**src/rtl/dmem_access_ctrl.sv**
```systemverilog
// Data-memory access controller: latches a load/store request from the
// load/store unit, runs a req/ack handshake with a multi-cycle external
// memory, stalls the pipeline meanwhile and returns load data on memout.
module dmem_access_ctrl #(
  parameter int ADDR_W  = 22,
  parameter int DATA_W  = 32,
  parameter int TIMEOUT = 255
) (
  input  logic              clk,
  input  logic              rst,
  input  logic [ADDR_W-1:0] memaddress,
  input  logic [DATA_W-1:0] memin,
  input  logic              memread,
  input  logic              memwrite,
  output logic [DATA_W-1:0] memout,
  output logic              stall,
  output logic              done,
  output logic              err,
  output logic [ADDR_W-1:0] ext_addr,
  output logic [DATA_W-1:0] ext_wdata,
  output logic              ext_we,
  output logic              ext_req,
  input  logic [DATA_W-1:0] ext_rdata,
  input  logic              ext_ack
);

  localparam int CNT_W = $clog2(TIMEOUT + 1);

  localparam logic [1:0] S_IDLE   = 2'd0;
  localparam logic [1:0] S_ACCESS = 2'd1;
  localparam logic [1:0] S_FINISH = 2'd2;

  // Abort fires in the cycle the counter reaches this value with no ack,
  // so ext_req is held for exactly TIMEOUT cycles.
  localparam logic [CNT_W-1:0] CNT_LAST = CNT_W'(TIMEOUT - 1);
  localparam logic [CNT_W-1:0] CNT_MAX  = CNT_W'(TIMEOUT);

  logic [1:0]        state_q,     state_d;
  logic [DATA_W-1:0] memout_q,    memout_d;
  logic [ADDR_W-1:0] ext_addr_q,  ext_addr_d;
  logic [DATA_W-1:0] ext_wdata_q, ext_wdata_d;
  logic              ext_we_q,    ext_we_d;
  logic              ext_req_q,   ext_req_d;
  logic              stall_q,     stall_d;
  logic              done_q,      done_d;
  logic              err_q,       err_d;
  logic [CNT_W-1:0]  cnt_q,       cnt_d;

  // Next-state and output computation; done/err default low so they pulse.
  always_comb begin
    state_d     = state_q;
    memout_d    = memout_q;
    ext_addr_d  = ext_addr_q;
    ext_wdata_d = ext_wdata_q;
    ext_we_d    = ext_we_q;
    ext_req_d   = ext_req_q;
    stall_d     = stall_q;
    cnt_d       = cnt_q;
    done_d      = 1'b0;
    err_d       = 1'b0;
    case (state_q)
      S_IDLE: begin
        if (memread && memwrite) begin
          // Conflicting strobes: refuse without touching external memory.
          err_d = 1'b1;
        end else if (memread || memwrite) begin
          ext_addr_d  = memaddress;
          ext_wdata_d = memin;
          ext_we_d    = memwrite;
          ext_req_d   = 1'b1;
          stall_d     = 1'b1;
          cnt_d       = '0;
          state_d     = S_ACCESS;
        end
      end
      S_ACCESS: begin
        if (ext_ack) begin
          ext_req_d = 1'b0;
          stall_d   = 1'b0;
          done_d    = 1'b1;
          if (!ext_we_q) memout_d = ext_rdata;
          state_d   = S_FINISH;
        end else if (cnt_q == CNT_LAST) begin
          ext_req_d = 1'b0;
          stall_d   = 1'b0;
          err_d     = 1'b1;
          state_d   = S_IDLE;
        end else if (cnt_q != CNT_MAX) begin
          cnt_d = cnt_q + CNT_W'(1);
        end
      end
      S_FINISH: begin
        // done is visible this cycle; strobes are deliberately not sampled.
        state_d = S_IDLE;
      end
      default: begin
        ext_req_d = 1'b0;
        stall_d   = 1'b0;
        state_d   = S_IDLE;
      end
    endcase
  end

  // State registers with synchronous reset; reset discards any access.
  always_ff @(posedge clk) begin
    if (rst) begin
      state_q     <= S_IDLE;
      memout_q    <= '0;
      ext_addr_q  <= '0;
      ext_wdata_q <= '0;
      ext_we_q    <= 1'b0;
      ext_req_q   <= 1'b0;
      stall_q     <= 1'b0;
      done_q      <= 1'b0;
      err_q       <= 1'b0;
      cnt_q       <= '0;
    end else begin
      state_q     <= state_d;
      memout_q    <= memout_d;
      ext_addr_q  <= ext_addr_d;
      ext_wdata_q <= ext_wdata_d;
      ext_we_q    <= ext_we_d;
      ext_req_q   <= ext_req_d;
      stall_q     <= stall_d;
      done_q      <= done_d;
      err_q       <= err_d;
      cnt_q       <= cnt_d;
    end
  end

  assign memout    = memout_q;
  assign stall     = stall_q;
  assign done      = done_q;
  assign err       = err_q;
  assign ext_addr  = ext_addr_q;
  assign ext_wdata = ext_wdata_q;
  assign ext_we    = ext_we_q;
  assign ext_req   = ext_req_q;

endmodule

```
**config.mk**
```make
export PLATFORM = sky130hd
export DESIGN_NAME = dmem_access_ctrl
export DESIGN_NICKNAME = d
export VERILOG_FILES = /design/src/rtl/dmem_access_ctrl.sv
export SDC_FILE = /design/constraint.sdc
export NUM_CORES = 1
export LEC_CHECK = 0
export BUFFER_PORTS_ARGS = -buffer_cell sky130_fd_sc_hd__clkbuf_2
export CAP_MARGIN = 20
export CORE_MARGIN = 4
export CORE_UTILIZATION = 45
export DETAILED_ROUTE_END_ITERATION = 7
export GPL_TIMING_DRIVEN = 0
export PLACE_DENSITY = 0.79
export SKIP_LAST_GASP = 1
export SLEW_MARGIN = 20
export SYNTH_ARGS = -nofsm -noshare
export SYNTH_HDL_FRONTEND = slang
export SYNTH_SLANG_ARGS = --single-unit
```
**constraint.sdc**
```tcl
create_clock -name clk -period 1.75 [get_ports clk]
set_input_delay 0.35 -clock clk [delete_from_list [all_inputs] [get_ports clk]]
set_output_delay 0.35 -clock clk [all_outputs]
set_load 0.02 [all_outputs]
```
Word-level counts from Yosys, hierarchy flattened
Cells that the tools add are included.

cells by class
  add/sub/neg operators = 1
  eq/ne operators = 10
  multiplexer cells = 21
  bitwise gates (word level) = 4
  reductions and logical operators = 10

operators with widths
  kind                                                             number
  8-bit two-way mux                                                5
  8-bit one-hot mux with 2 select lines                            1
  2-bit inequality test, second input constant                     5
  3-bit AND reduction                                              3
  8-bit by 1-bit adder with 8-bit output, second input constant    1
  8-bit == test, second input constant                             1
  1-bit two-way mux                                                8
  2-bit two-way mux                                                4
  8-bit inequality test, second input constant                     1
  6-bit AND reduction                                              1
  1-bit NOT                                                        4
  2-bit one-hot mux with 2 select lines                            1
  4-bit AND reduction                                              1
  3-bit inequality test, second input constant                     1
  1-bit one-hot mux with 3 select lines                            1
  2-bit by 1-bit == test with 1-bit output, second input constant  1
  2-bit == test, second input constant                             1
  2-bit logical NOT                                                1
  1-bit one-hot mux with 2 select lines                            1
  2-bit nonzero test                                               1
  2-bit OR reduction                                               1
  1-bit logical AND                                                1
  1-bit logical OR                                                 1

word-level totals
  register bits after elaboration = 100
  bits of input ports = 91
  output and inout port bits = 91
  logic and storage cells = 55

Longest topological paths before layout
Gate-level depths: netlist of run 1.

  word-level depth = 5
  mapped depth = 7
  depth with buffers taken out = 6

Least setup slack after synthesis of run 1
No wires, ideal clock.

  path kind = register -> register
  start point = register cnt_q[0]
  end point = register cnt_q[6]
  setup time = 0.074 ns
  data arrival time = 1.469 ns
  required time = 1.676 ns
  path slack = 0.206 ns
  stages on the path, launching flop included = 7
  buffers on the path = 0
  clock period less this slack = 1.544 ns
  cell sequence = dfxtp_1 inv_1 ha_1 nor2_1 o31ai_2 or4_1 a31oi_1

on the way
  longest elaborated chain between the ends = 5
  elaborated cells on any way between the ends = 10
  classes of those cells = 1 x add/sub; 4 x eq/ne; 4 x mux; 1 x reduce/logical

RTL lines
  item                                    RTL line  text
  start: declaration                      47        logic [CNT_W-1:0] cnt_q, cnt_d;
  start signal: assignment                127       cnt_q <= cnt_d;
  8-bit by 1-bit adder with 8-bit output  89        cnt_d = cnt_q + CNT_W'(1);
  8-bit two-way mux                       88        end else if (cnt_q != CNT_MAX) begin
  8-bit two-way mux                       83        end else if (cnt_q == CNT_LAST) begin
  8-bit two-way mux                       77        if (ext_ack) begin
  8-bit one-hot mux with 2 select lines   61        case (state_q)

Parallel ways exist; a longest one is shown, timed or not. The select of a mux whose other input is x is not followed.
A chain may end at the register's enable or synchronous reset.

Worst setup path in the final report of run 1
  start point = register cnt_q[1]
  end point = register cnt_q[5]

The elaborated chain is that of the path after synthesis.

==> impl_metrics.toml, run 1 <==
[hold_path]
min_delay_path_depth = 3
timing.hold.worst.start = "ext_rdata[7]"
hold-path-endpoint = "memout[7]"
timing.hold.worst.class = "in -> reg"

[cells_and_area]
postLayoutCoreUtil_pct = 63.1
final_common_cell = "sky130_fd_sc_hd__clkbuf_2"
layout-drive-gt1-share_pct = 33.2
fin_nets = 743
nFillCells = 697
final-seq-area_sq_um = 2000
area.growth.synth_to_final_pct = 35.6
n_antenna_cell = 0
layout_common_cells = "186 x sky130_fd_sc_hd__clkbuf_2, 177 x sky130_fd_sc_hd__nand2_1, 99 x sky130_fd_sc_hd__dfxtp_1, 97 x sky130_fd_sc_hd__a21oi_1, 17 x sky130_fd_sc_hd__clkbuf_1"
area_of_the_multi_input_gates_sq_um = 1490

[routing]
wl_per_cell_um = 13.5
routed_antenna_nets = 0
detail_route.iter0.violations = 99
drt-total-wl_um = 10200
dr_total_vias = 3704
drt-pass1-iter-count = 4
post_drt_via_cell_ratio = 4.90
drc = 0

[setup_path]
crit_required_ps = 2030
critical_path.reg2reg.endpoint = "cnt_q[5]"
rr_startpoint = "cnt_q[1]"
cp_max_fo = 10
crit_path_cell_trace = "ha_1 -> nor2_2 -> o31ai_4 -> clkbuf_4 -> nand3_1 -> a31oi_1"
cpPeakStageDelay_ps = 420
cp-start-kind = "register"
endpoint_kind = "register"
r2r_cells = 6
crit_arrival_ps = 1920
slowest_stage_cell_on_the_critical_path = "sky130_fd_sc_hd__dfxtp_1"
slack_of_the_worst_reg_to_reg_path_ps = 110
criticalPathCategory = "reg -> reg"

[clock_tree]
clkSinkCount = 100
cts_inserted_buffers = 9
cts-htree-levels = 3
cts.hold.buffers_added = 0
cts_tree = "yes"
cts.root.buffer_cell = "sky130_fd_sc_hd__clkbuf_8"
clk_latency_ps = 350
clock_path_buffers = 2
clk_transition_reported_paths_ps = 90

[logic_synthesis]
synthMuxAreaShare_pct = 0
synth.ff_latch_count = 100
synthSimpleGateAreaFrac_pct = 24.5
synthXorXnorAreaFrac_pct = 0.242
synth_cells = 458
synth_sequential_area_ratio_pct = 55.4
synth.distinct_cells = 29
synth_top_family_by_area = "simple AND/OR/NAND/NOR gates"
synth.net_count = 551
synth_fa_ha_area_share_pct = 0.693
synthesis.area_per_instance_sq_um = 7.89
synth_compound_gate_area_share_pct = 15.3
synth.cell_area_sq_um = 3610
synth-warning-count = 0

[global_route]
total_routing_resource_utilization_after_global_routing_pct = 20.9
grt_start_max_net_pins = 17
gr-max-usage-layer = "met2"
grtUsageMet2_pct = 34.5
first_global_vias = 3533
grt_use_met1_pct = 25.1
gr-total-overflow = 0
grt_pass1_wl_um = 16500
initial_antenna_violation_count = 0
grt.met3_usage_pct = 6.82

[floorplanning]
io_pins = 182
dieHeight_um = 97.6
die_w_um = 97.6
die_area_sq_um = 9530
placement_rows = 32
initial_core_util_pct = 46.5
core_sq_um = 7770

[sta]
setup-tns-final_ps = 0
fin_worst_hold_slack_ps = 206
max_clock_freq_ghz = 0.609
final.setup.worst_slack_ps = 108
transition_time_at_the_pin_with_the_least_slew_margin_ps = 588
setup_repair_after_global_routing_missed_its_margin = "true"
slew-limit-headroom_pct = 60.8
finalWorstPathRequiredPeriod_ps = 1640
finalSetupViolations = 0
final_hold_viol_count = 0
timing.final.crit_share_pct = 93.9
slew_viol_final = 0
finClkSkew_ps = 13.1

[placed_design]
detailedPlace.worstSlack_ps = -88.2
dpl.hpwl_um = 7840
numPortBuffers = 180
place.gp.congestion = 0.869

[run]
cap_viol_max_count = 0

[pwr]
total_power_density_per_cell_area_nw_per_um2 = 1020
totalPowerFinal_uw = 5010
power.static_leakage_uw = 0.00220
vdd_ir_drop_max_v = 0.000455

[outcome]
run_status = "complete, no violations"
## cells in the mapped netlist
cell | number | area (sq um)
sky130_fd_sc_hd__nand3_1 | 15 | 75.1
sky130_fd_sc_hd__a31oi_1 | 3 | 18.8
sky130_fd_sc_hd__buf_2 | 8 | 40.0
sky130_fd_sc_hd__xor2_1 | 1 | 8.76
sky130_fd_sc_hd__inv_1 | 1 | 3.75
sky130_fd_sc_hd__o31ai_2 | 1 | 12.5
sky130_fd_sc_hd__nand2_1 | 177 | 664
sky130_fd_sc_hd__or3_1 | 2 | 12.5
sky130_fd_sc_hd__or4_1 | 2 | 15.0
sky130_fd_sc_hd__nor2b_1 | 1 | 6.26
sky130_fd_sc_hd__or2_2 | 1 | 6.26
sky130_fd_sc_hd__buf_4 | 1 | 7.51
sky130_fd_sc_hd__clkbuf_1 | 23 | 86.3
sky130_fd_sc_hd__nand4_1 | 1 | 6.26
sky130_fd_sc_hd__ha_1 | 2 | 25.0
sky130_fd_sc_hd__nand2b_1 | 1 | 6.26
sky130_fd_sc_hd__dfxtp_1 | 100 | 2000
sky130_fd_sc_hd__nor3_1 | 2 | 10.0
sky130_fd_sc_hd__and2_1 | 1 | 6.26
sky130_fd_sc_hd__and3_1 | 3 | 18.8
sky130_fd_sc_hd__or2b_1 | 1 | 7.51
sky130_fd_sc_hd__o21ai_0 | 2 | 10.0
sky130_fd_sc_hd__o31a_1 | 1 | 8.76
sky130_fd_sc_hd__nor2_1 | 7 | 26.3
sky130_fd_sc_hd__a21oi_1 | 97 | 485
sky130_fd_sc_hd__a211oi_1 | 1 | 7.51
sky130_fd_sc_hd__o311a_1 | 1 | 10.0
sky130_fd_sc_hd__nand3b_1 | 1 | 7.51
sky130_fd_sc_hd__nor3b_4 | 1 | 18.8
## critical path, delay by kind of cell, from the launching register on
kind | cells | cell delay, ps
buffers and inverters | 1 | 260
adders and majority gates | 1 | 260
and+or+nand+nor | 2 | 180
DFF | 1 | 420
AOI/OAI and AO/OA | 2 | 460
## sequential cells by signal, indices dropped and copies added, names as in the netlist
register,cells
ext_wdata,32
ext_addr,22
err,1
done,1
cnt_q,8
stall,1
state_q,2
ext_we,1
memout,32
## layout make-up
cell class | count | area share, %
clock buffer | 10 | 2.81
buffer | 32 | 2.99
sequential | 100 | 40.9
clock inverter | 5 | 1.71
timing repair buffer | 181 | 18.5
multi-input combinational | 325 | 30.4
tap | 102 | 2.61
inverter | 1 | 0.0766
## layer usage
layer	wire [um]	up-vias	share of wire [%]
met2	4820	156	47
met5	0	-	0
met4	237	0	2.3
met3	888	22	8.7
li1	-	1891	-
met1	4230	1635	42
## what timing repair did
item / CTS / global route
hold endpoints to repair: 0 / 0
resized for setup: 1 / 17
buffers inserted: 0 / 1
endpoints found under the setup margin: 30 / 48
## how the worst max path moves through the flow
stage | from | to
4_1_cts | cnt_q[0] | cnt_q[2]
5_1_grt | cnt_q[1] | cnt_q[0]
2_1_floorplan | cnt_q[0] | cnt_q[6]
3_5_place_dp | ext_ack | memout[21]
3_3_place_gp | ext_ack | memout[25]
6_report | cnt_q[1] | cnt_q[5]
## cells by family after synthesis
| kind of cell | count (synthesis) |
|---|---|
| and+or+nand+nor | 216 |
| xor gates and xnor gates | 1 |
| DFF | 100 |
| AOI/OAI and AO/OA | 106 |
| adders and majority gates | 2 |
| buffers and inverters | 33 |
## power by group
part | switching (uW) | leakage (uW) | internal (uW)
clock | 776 | 0.000105 | 842
sequential | 80.7 | 0.000817 | 2420
combinational | 579 | 0.00128 | 313
## through the flow
stage	cells	area (sq um)
detailed placement	740	4640
CTS	755	4870
finish	756	4900
global placement	740	4640
floorplan	458	3610
global route	756	4900
Note: power is estimated with default switching activity, not from simulation.
==> inputs of run 2 (changes only) <==
Settings changed: SETUP_SLACK_MARGIN set to 0.3.
==> run 2 against run 1 <==
  * Worst setup slack gained 73 ps
  * Largest cell class unchanged
  * Clock power shrank 7%
  * Critical path type unchanged
  * Sequential power is essentially flat
  * Combinational power grew 17%
  * Critical path depth is the same
==> impl_metrics.toml, run 2 (same netlist as run 1, synthesis figures left out) <==
[outcome]
run_status = "complete, no violations"

[pwr]
netSwitchingPower_uw = 1550
seq_pwr_share_pct = 49.7
total_power_density_per_cell_area_nw_per_um2 = 928
vdd_ir_drop_max_v = 0.000502
power.static_leakage_uw = 0.00239
switching_share_pct = 30.5
share_comb_of_total_power_pct = 20.5
internal-power_uw = 3520
power_frac_clock_pct = 29.8

[placed_design]
numPortBuffers = 180
dpl.hpwl_um = 7690
numPlacedInstances = 740
place.gp.congestion = 0.885
detailedPlace.worstSlack_ps = 44.1

[sta]
timing.final.crit_share_pct = 89.7
finalWorstPathRequiredPeriod_ps = 1570
final.setup.worst_slack_ps = 181
finClkSkew_ps = 10.3
slew-limit-headroom_pct = 57.8
finalSetupViolations = 0
setup_repair_after_global_routing_missed_its_margin = "true"
transition_time_at_the_pin_with_the_least_slew_margin_ps = 632
fin_worst_hold_slack_ps = 184
final_hold_viol_count = 0
max_clock_freq_ghz = 0.637
setup-tns-final_ps = 0
slew_viol_final = 0

[routing]
dr_total_vias = 3971
post_drt_via_cell_ratio = 5.18
drt-pass1-iter-count = 5
routed_antenna_nets = 0
drc = 0
drt-total-wl_um = 11600
wl_per_cell_um = 15.1
detail_route.iter0.violations = 176

[hold_path]
min_delay_path_depth = 3
timing.hold.worst.start = "ext_rdata[6]"
timing.hold.worst.class = "in -> reg"

[floorplanning]
core_sq_um = 7770
initial_core_util_pct = 46.5
die_w_um = 97.6
io_pins = 182
dieHeight_um = 97.6
placement_rows = 32
die_area_sq_um = 9530

[cells_and_area]
layout-drive-gt1-share_pct = 46.2
layout_common_cells = "190 x sky130_fd_sc_hd__clkbuf_2, 147 x sky130_fd_sc_hd__nand2_1, 92 x sky130_fd_sc_hd__dfxtp_1, 69 x sky130_fd_sc_hd__a21oi_1, 28 x sky130_fd_sc_hd__a21oi_2"
final_common_cell = "sky130_fd_sc_hd__clkbuf_2"
area.growth.synth_to_final_pct = 51.1
finalNonFillerCells = 766
n_antenna_cell = 0
postLayoutCoreUtil_pct = 70.3
fin_nets = 753

[clock_tree]
clkSinkCount = 100
cts_inserted_buffers = 9
clk_transition_reported_paths_ps = 100
cts-htree-levels = 3
clock_path_buffers = 2
cts.root.buffer_cell = "sky130_fd_sc_hd__clkbuf_8"
cts_tree = "yes"
clk_latency_ps = 370

[run]
cap_viol_max_count = 0

[global_route]
initial_antenna_violation_count = 0
grt_start_max_net_pins = 17
grt_pass1_wl_um = 16900
gr-total-overflow = 0
total_routing_resource_utilization_after_global_routing_pct = 21.5
first_global_vias = 3771

[setup_path]
rr_startpoint = "state_q[1]"
crit_arrival_ps = 1810
cp-start-kind = "register"
criticalPathCategory = "reg -> reg"
r2r_cells = 6
timing.critical_path.from = "state_q[1]"
endpoint_kind = "register"
cp_max_fo = 8
crit_required_ps = 1990
slack_of_the_worst_reg_to_reg_path_ps = 180
==> run 2: critical path, stage by stage (launching register included) <==
cell,delay [ps]
sky130_fd_sc_hd__dfxtp_4,380
sky130_fd_sc_hd__nand3b_1,290
sky130_fd_sc_hd__or2_4,330
sky130_fd_sc_hd__buf_12,150
sky130_fd_sc_hd__clkbuf_16,160
sky130_fd_sc_hd__nand2_2,70
sky130_fd_sc_hd__a21oi_1,60
==> run 2: repair_timing <==
action / CTS / global route
endpoints found under the setup margin: 94 / 94
hold buffers: 0 / 0
gates cloned: 1 / 3
gates resized for setup: 32 / 115
pin swaps: 5 / 57
setup buffers: 5 / 2
==> run 2: power by group through the flow <==
| stage | combinational (uW) | clock [uW] | sequential [uW] |
|---|---|---|---|
| after floorplan | 357 | 0 | 2720 |
| after global placement | 865 | 0 | 2550 |
| after detailed placement | 890 | 0 | 2550 |
| after CTS | 921 | 1520 | 2500 |
| after global routing | 1140 | 1610 | 2540 |
| final | 1040 | 1510 | 2520 |
==> run 2: per-stage QoR <==
stage / instance area (sq um) / total power (uW)
4_1_cts: 4980 / 4950
5_1_grt: 5460 / 5290
6_report: 5460 / 5070
3_3_place_gp: 4650 / 3410
2_1_floorplan: 3630 / 3080
3_5_place_dp: 4650 / 3440
==> run 2: layout make-up <==
class / count / area (sq um)
fill: 598 / 2310
sequential: 100 / 2020
multi-input combinational: 325 / 1850
timing repair buffer: 191 / 1040
buffer: 32 / 218
clock buffer: 10 / 138
tap: 102 / 128
clock inverter: 5 / 60.1
inverter: 1 / 6.26
==> run 2: worst paths after layout <==
path / end
setup / recovery: memout[21]
hold / removal: memout[6]
hold reg to reg: ext_wdata[29]
setup reg to reg: memout[21]
==> run 2: routing by layer <==
metal  share of wire [%]  track usage (%)  vias up
li1                    -                -     1914
met1                  37             23.7     1831
met2                  52             37.7      183
met3                 8.2             6.89       43
met4                 3.6             9.37        0
met5                   0                0        -
